`src/rtl/t06_button_conditioner_if.sv`:
```
// Button bundle between the raw board inputs and the conditioned outputs.
//   btn_raw   : raw, bouncing, active-high button inputs
//   btn_level : debounced level per channel
//   btn_pulse : one-cycle press strobe per channel
//   btn_any   : OR of btn_pulse
// master drives btn_raw and observes the results; slave is the conditioner.
interface t06_button_conditioner_if #(
  parameter int unsigned NUM_BTN = 5
);
  logic [NUM_BTN-1:0] btn_raw;
  logic [NUM_BTN-1:0] btn_level;
  logic [NUM_BTN-1:0] btn_pulse;
  logic               btn_any;

  modport master (
    output btn_raw,
    input  btn_level,
    input  btn_pulse,
    input  btn_any
  );

  modport slave (
    input  btn_raw,
    output btn_level,
    output btn_pulse,
    output btn_any
  );
endinterface

```
`src/rtl/t06_button_conditioner.sv`:
```
// Push-button conditioner: per-channel two-flop synchronizer, counter-based
// debouncer, registered press strobe and an OR of all strobes.
// Optional auto-repeat of the press strobe while a button stays down is built
// in when the macro BTN_AUTOREPEAT_EN is defined.
//   system_clk : single clock, rising edge
//   nrst       : synchronous active-low reset
//   btn_bus    : slave side of t06_button_conditioner_if
//                (btn_raw in; btn_level, btn_pulse, btn_any out, all registered)
module t06_button_conditioner #(
  parameter int unsigned NUM_BTN       = 5,
  parameter int unsigned DB_CYCLES     = 50000,
  parameter int unsigned REPEAT_DELAY  = 25000000,
  parameter int unsigned REPEAT_PERIOD = 5000000
) (
  input logic                     system_clk,
  input logic                     nrst,
  t06_button_conditioner_if.slave btn_bus
);

  localparam int unsigned CNT_W = $clog2(DB_CYCLES + 1);

  logic [NUM_BTN-1:0] sync_q1;
  logic [NUM_BTN-1:0] sync_q2;
  logic [NUM_BTN-1:0] level_q;
  logic [NUM_BTN-1:0] level_d;
  logic [NUM_BTN-1:0] pulse_q;
  logic [NUM_BTN-1:0] pulse_d;
  logic [NUM_BTN-1:0] rise_d;
  logic               any_q;
  logic [CNT_W-1:0]   db_cnt_q [NUM_BTN];
  logic [CNT_W-1:0]   db_cnt_d [NUM_BTN];

  // Debounce: count consecutive samples that disagree with the accepted level.
  always_comb begin
    level_d = level_q;
    rise_d  = '0;
    for (int i = 0; i < int'(NUM_BTN); i++) begin
      db_cnt_d[i] = '0;
      if (sync_q2[i] != level_q[i]) begin
        if (db_cnt_q[i] == CNT_W'(DB_CYCLES - 1)) begin
          level_d[i] = ~level_q[i];
          rise_d[i]  = ~level_q[i];
        end else begin
          db_cnt_d[i] = db_cnt_q[i] + CNT_W'(1);
        end
      end
    end
  end

`ifdef BTN_AUTOREPEAT_EN
  localparam int unsigned RPT_MAX = (REPEAT_DELAY > REPEAT_PERIOD) ? REPEAT_DELAY : REPEAT_PERIOD;
  localparam int unsigned RPT_W   = $clog2(RPT_MAX + 1);

  logic [RPT_W-1:0]   rpt_cnt_q [NUM_BTN];
  logic [RPT_W-1:0]   rpt_cnt_d [NUM_BTN];
  logic [NUM_BTN-1:0] rpt_armed_q;
  logic [NUM_BTN-1:0] rpt_armed_d;
  logic [NUM_BTN-1:0] rpt_fire;

  // Auto-repeat: first re-issue after REPEAT_DELAY, then every REPEAT_PERIOD.
  // The counter restarts on each re-issue, so armed marks the periodic phase.
  always_comb begin
    rpt_armed_d = rpt_armed_q;
    rpt_fire    = '0;
    for (int i = 0; i < int'(NUM_BTN); i++) begin
      rpt_cnt_d[i] = rpt_cnt_q[i];
      if (rise_d[i]) begin
        rpt_cnt_d[i]   = '0;
        rpt_armed_d[i] = 1'b0;
      end else if (level_q[i] && level_d[i]) begin
        if (!rpt_armed_q[i] && (rpt_cnt_q[i] == RPT_W'(REPEAT_DELAY - 1))) begin
          rpt_fire[i]    = 1'b1;
          rpt_cnt_d[i]   = '0;
          rpt_armed_d[i] = 1'b1;
        end else if (rpt_armed_q[i] && (rpt_cnt_q[i] == RPT_W'(REPEAT_PERIOD - 1))) begin
          rpt_fire[i]  = 1'b1;
          rpt_cnt_d[i] = '0;
        end else begin
          rpt_cnt_d[i] = rpt_cnt_q[i] + RPT_W'(1);
        end
      end else begin
        // Released (or releasing this cycle): no repeat on the falling edge.
        rpt_cnt_d[i]   = '0;
        rpt_armed_d[i] = 1'b0;
      end
    end
  end

  assign pulse_d = rise_d | rpt_fire;

  // Repeat state registers.
  always_ff @(posedge system_clk) begin
    if (!nrst) begin
      rpt_armed_q <= '0;
      for (int i = 0; i < int'(NUM_BTN); i++) begin
        rpt_cnt_q[i] <= '0;
      end
    end else begin
      rpt_armed_q <= rpt_armed_d;
      for (int i = 0; i < int'(NUM_BTN); i++) begin
        rpt_cnt_q[i] <= rpt_cnt_d[i];
      end
    end
  end
`else
  assign pulse_d = rise_d;

  // Repeat timing has no effect without auto-repeat built in.
  if (REPEAT_DELAY == 0 || REPEAT_PERIOD == 0) begin : g_rpt_unused
  end
`endif

  // Synchronizer, debounce state and registered outputs.
  always_ff @(posedge system_clk) begin
    if (!nrst) begin
      sync_q1 <= '0;
      sync_q2 <= '0;
      level_q <= '0;
      pulse_q <= '0;
      any_q   <= 1'b0;
      for (int i = 0; i < int'(NUM_BTN); i++) begin
        db_cnt_q[i] <= '0;
      end
    end else begin
      sync_q1 <= btn_bus.btn_raw;
      sync_q2 <= sync_q1;
      level_q <= level_d;
      pulse_q <= pulse_d;
      any_q   <= |pulse_d;
      for (int i = 0; i < int'(NUM_BTN); i++) begin
        db_cnt_q[i] <= db_cnt_d[i];
      end
    end
  end

  assign btn_bus.btn_level = level_q;
  assign btn_bus.btn_pulse = pulse_q;
  assign btn_bus.btn_any   = any_q;

endmodule
```
`src/flat_wrapper.sv`:
```
// flat-port wrapper written by rule: the top's interface ports become plain ports
module t06_button_conditioner_flat 
#(
  parameter int unsigned NUM_BTN       = 5,
  parameter int unsigned DB_CYCLES     = 50000,
  parameter int unsigned REPEAT_DELAY  = 25000000,
  parameter int unsigned REPEAT_PERIOD = 5000000
)
  (system_clk, nrst, btn_bus_btn_raw, btn_bus_btn_level, btn_bus_btn_pulse, btn_bus_btn_any);
  t06_button_conditioner_if #(.NUM_BTN(NUM_BTN)) btn_bus_i ();
  input logic system_clk;
  input logic nrst;
  input wire logic [$bits(btn_bus_i.btn_raw)-1:0] btn_bus_btn_raw;
  output wire logic [$bits(btn_bus_i.btn_level)-1:0] btn_bus_btn_level;
  output wire logic [$bits(btn_bus_i.btn_pulse)-1:0] btn_bus_btn_pulse;
  output wire logic [$bits(btn_bus_i.btn_any)-1:0] btn_bus_btn_any;
  assign btn_bus_i.btn_raw = btn_bus_btn_raw;
  assign btn_bus_btn_level = btn_bus_i.btn_level;
  assign btn_bus_btn_pulse = btn_bus_i.btn_pulse;
  assign btn_bus_btn_any = btn_bus_i.btn_any;
  t06_button_conditioner #(.NUM_BTN(NUM_BTN), .DB_CYCLES(DB_CYCLES), .REPEAT_DELAY(REPEAT_DELAY), .REPEAT_PERIOD(REPEAT_PERIOD)) u_core (.system_clk(system_clk), .nrst(nrst), .btn_bus(btn_bus_i));
endmodule
```
`config.mk`:
```
export PLATFORM = sky130hd
export DESIGN_NAME = t06_button_conditioner_flat
export DESIGN_NICKNAME = d
export VERILOG_FILES = /design/src/rtl/t06_button_conditioner_if.sv /design/src/rtl/t06_button_conditioner.sv /design/src/flat_wrapper.sv
export SDC_FILE = /design/constraint.sdc
export NUM_CORES = 1
export LEC_CHECK = 0
export CAP_MARGIN = 20
export CORE_MARGIN = 4
export CORE_UTILIZATION = 37
export CTS_CLUSTER_DIAMETER = 60
export DETAILED_ROUTE_END_ITERATION = 7
export GPL_ROUTABILITY_DRIVEN = 0
export PLACE_DENSITY = 0.62
export SYNTH_ARGS = -nofsm -noshare
export SYNTH_HDL_FRONTEND = slang
export SYNTH_SLANG_ARGS = --single-unit
```
`constraint.sdc`:
```
create_clock -name system_clk -period 1.7 [get_ports system_clk]
set_input_delay 0.17 -clock system_clk [delete_from_list [all_inputs] [get_ports system_clk]]
set_output_delay 0.17 -clock system_clk [all_outputs]
set_load 0.02 [all_outputs]
```
==> Yosys cells after proc, flatten, opt, wreduce, memory -nomap -nowiden <==
Memories as Yosys holds them, arrays and structs flattened.
Index checks and enable logic that the tools add are counted.
{ "totals": {"reg_bits": 21, "mem_bits_rw": 80, "in_bits": 7, "out_inout_bits": 11, "n_memories": 1} }
{ "op_classes": {"n_addsub": 5, "eq_ne": 10, "n_mux": 27, "bitwise_logic": 10, "reduce_logical": 6} }
{ "mem_list": {"columns": ["name", "words", "word_bits", "read_ports", "rd_clocked_by_memory_dff", "write_ports", "line", "rtl"], "rows": [
  ["u_core.db_cnt_q", 5, 16, 5, 0, 5, "t06_button_conditioner.sv:30", "logic [CNT_W-1:0] db_cnt_q [NUM_BTN];"]
]} }
{ "ops": {"columns": ["cell", "n"], "rows": [
  ["16-bit 2-to-1 mux", 15],
  ["16-bit by 1-bit adder with 16-bit output, second input constant", 5],
  ["16-bit == test, second input constant", 5],
  ["1-bit 2-to-1 mux", 12],
  ["2-bit AND reduction", 5],
  ["1-bit != test", 5],
  ["1-bit NOT", 5],
  ["1-bit OR", 5],
  ["5-bit OR reduction", 1]
]} }

==> Longest topological paths before layout <==
{ "depth": {"word_depth": 4, "depth_mapped": 6, "mapped_depth_nobuf": 5} }

==> Worst setup path after synthesis <==
OpenSTA, ideal clock, no wires.
{ "synth_path": {"path_type": "flip-flop to flip-flop", "from": "memory u_core.db_cnt_q[2][0] in the netlist's numbering", "to": "memory u_core.db_cnt_q[2][15] in the netlist's numbering", "setup_ps": 115, "t_arrival_ps": 1702, "path_slack_ps": -117, "stages_incl_launch_ff": 7, "n_path_buf": 1, "period_less_slack_ps": 1817, "path_cell_list": "dfxtp_1 -> ha_1 -> or4bb_1 -> or4_4 -> nand3_2 -> buf_6 -> nor2_1"} }
{ "synth_rtl": {"columns": ["element", "line"], "rows": [
  ["from (decl)", "t06_button_conditioner.sv:30"]
]} }

==> impl_results.md <==
* Largest net degree at the start of global routing at 23
* Clock Tree Buf Depth at 2
* Slew margin rel. at 0.6412
* RSZ-0062 raised after global routing: yes
* CP Cell Sequence: or4bb_1 -> or4_4 -> nor3b_2 -> and2_1
* Core area at 11080 um2
* Hold path endpoint: u_core.sync_q1[0]
* Final WS setup at -70.10 ps
* Final Instance Area at 5336 um2
* Final ANT Viol Nets at 0
* P per Cell Area at 823.9 nW/um2
* Mapped cell area at 4273 um2
* Net Count, Synth at 481
* Max IR drop VDD at 0.7777 mV
* Via count at 3430
* Initial DRC count at 161
* Critical-path top delay cell: or4_4
* Aggregate global-route resource usage at 0.1414
* Sw Ratio at 0.2205
* Clk_skew at 9.061 ps
* Fraction of registers with async set/reset at 0
* Worst Path Arrival at 2060 ps
* Post-layout minimum cycle time at 1770 ps
* Reg2reg setup slack at -70 ps
* Final setup viols at 35
* HPWL after DPL at 6.230 mm
* Row count at 38
* P_leak at 1.819 nW
* # IOs at 18
* Violated checks: negative setup slack
* Worst r2r src: u_core.db_cnt_q[1][11]
* Post-synth top flop: dfxtp_1
* CP Data Required Time at 1990 ps
* Hold-critical path depth at 2
* Number of max-cap violations at 0
* Clock slew at reported path FFs at 70 ps
* Worst Tran Pin Value at 536.4 ps
* Routed WL at 8.662 mm
* Total grt overflow at 0
* Commonest non-fill, non-tap cell in the layout: dfxtp_1
* Nets at 549
* Clock latency on the worst-skew pair at 350 ps
* Area of the die at 13330 um2
* F_max at 564.9 MHz
* Die Y at 115.5 um
* Slowest stage delay, CP at 570 ps
* Most frequent cells in the layout: 92 x dfxtp_1, 70 x nor2_1, 45 x buf_4
* Seq cells post-synth at 101
* Pint at 0.003427 W
* Avg Vias per Cell at 5.029
* Critical Path Start Type: register
* Max Fanout on Critical Path at 3
* Worst Hold Class: in -> reg
* # fillers at 1069
* Share of cells above drive strength 1 at 0.1716
* H-tree Lvls at 3
* Die W at 115.5 um
* CTS Root Cell: clkbuf_16
* Syn Area/Cell at 9.111 um2
* Buf+Inv Stages, Crit Path at 0
* Worst R2R End: u_core.btn_bus.btn_pulse[1]
* First-pass GRT wire length at 15.07 mm
* Hold Path Origin: btn_bus_btn_raw[0]
* Sequential power share at 0.543
* Initial Util at 0.3857
* CTS tree: done
* Vias in the first global route at 3266
* Ys Warns at 0
* Combinational power share at 0.018
* Syn-to-layout area delta at 24.89%
* Crit path max-delay family: simple AND/OR/NAND/NOR gates
* Cts hold-fix bufs at 0
* Worst Reg2Reg Path Length in Cells at 4
* Switching power at 0.0009697 W
* Sequential element share of the synthesized area at 0.4732
* Initial antenna violation count at 0
* Clock Sinks at 101
* Cell variety after synth at 38
* Port Buffer Count at 17
* Wire per inst at 12.70 um
* Final cycle utilization of the critical path at 1.041
* Number of flops mapped to enable cells by yosys at 0
* Total CTS buffers at 9
* Status: finished with violations
* DRC at 0
* Clk pwr share at 0.438
* CP Capture Type: register
* Drt pass-1 iters at 4
* Total chip power at 0.004397 W
* Max Slew Vio Count at 0
* Antenna diodes at 0
* Area after DPL at 4979 um2
* Synth Instances at 469
* Hold Violations, Final at 0
* Critical path class: reg -> reg
## state kept, by name, indices dropped and copies added, names as in the netlist
| signal | flops |
|---|---|
| u_core.sync_q1 | 5 |
| u_core.sync_q2 | 5 |
| u_core.btn_bus.btn_pulse | 5 |
| u_core.btn_bus.btn_level | 5 |
| u_core.db_cnt_q | 80 |
| u_core.btn_bus.btn_any | 1 |
## layer usage
| layer | up-vias | part of all wire | GRT usage | wire (um) |
|---|---|---|---|---|
| li1 | 1775 | - | - | - |
| met1 | 1608 | 0.48 | 0.1765 | 4138 |
| met2 | 35 | 0.47 | 0.2292 | 4047 |
| met3 | 12 | 0.037 | 0.04595 | 318 |
| met4 | 0 | 0.018 | 0.05164 | 159 |
| met5 | - | 0 | 0 | 0 |
## layout make-up
class / count / area [um2] / area share
sequential: 101 / 2033 / 0.3810
tap: 140 / 175.2 / 0.03283
timing repair buffer: 65 / 568.0 / 0.1064
clock buffer: 9 / 225.2 / 0.04220
clock inverter: 7 / 60.06 / 0.01125
multi-input combinational: 346 / 2222 / 0.4164
inverter: 14 / 52.55 / 0.009848
## cell usage after synthesis, types with 10 or more instances
cell type	n	area share
nor2_1	79	0.069
dfxtp_1	101	0.47
xnor2_1	35	0.072
nand3_1	30	0.035
inv_1	14	0.012
nand4_1	20	0.029
nand2_1	22	0.019
nor3_1	13	0.015
nor4_1	13	0.019
and3_1	10	0.015
xor2_1	28	0.057
a21oi_1	11	0.013
and2_1	17	0.025
## power by group through the flow
| stage | registers, W | clock network, W | logic (W) |
|---|---|---|---|
| floorplan | 0.00244 | 0 | 0.0000385 |
| global placement | 0.00244 | 0 | 0.0000764 |
| detailed placement | 0.00244 | 0 | 0.0000781 |
| CTS | 0.00239 | 0.00200 | 0.0000817 |
| global route | 0.00239 | 0.00211 | 0.0000886 |
| finish | 0.00239 | 0.00193 | 0.0000809 |
## cell families (layout without fill, tap and decap cells)
kind of cell	after synthesis	in the layout	share of synthesized area
DFF	101	101	0.4732
and+or+nand+nor	246	247	0.3113
xor gates and xnor gates	63	63	0.1291
buffers and inverters	23	95	0.02372
muxes	5	5	0.01171
AOI/OAI and AO/OA	26	26	0.03631
adders and majority gates	5	5	0.01464
## worst max path at each step
stage / start / end / depth (start not counted)
finish: u_core.db_cnt_q[1][11] / u_core.btn_bus.btn_pulse[1] / 4
global route: u_core.db_cnt_q[1][11] / u_core.btn_bus.btn_any / 4
CTS: u_core.db_cnt_q[1][11] / u_core.btn_bus.btn_pulse[1] / 4
detailed placement: u_core.db_cnt_q[2][10] / u_core.db_cnt_q[2][1] / 4
global placement: u_core.db_cnt_q[2][10] / u_core.db_cnt_q[2][11] / 4
floorplan: u_core.db_cnt_q[2][10] / u_core.db_cnt_q[2][10] / 5
## what timing repair did
action / 4_1_cts / 5_1_grt
setup endpoints to repair: 35 / 39
endpoints found under the hold margin: 0 / 0
gates resized for setup: 3 / 13
gates cloned: 1 / 0
setup buffers: 1 / 1
pin swaps: 16 / 3
## per-stage QoR
step	setup TNS, ps	cells	setup WS (ps)	util	hold slack [ps]
6_report	-1546	682	-70.10	0.4817	403.4
5_1_grt	-3380	682	-134.5	0.4817	391.4
4_1_cts	-1702	681	-78.52	0.4780	387.5
3_5_place_dp	-2362	663	-106.9	0.4494	420.3
3_3_place_gp	-1289	663	-62.99	0.4494	417.2
2_1_floorplan	-1229	469	-80.34	-	297.3
Note: power is estimated with default switching activity, not from simulation.
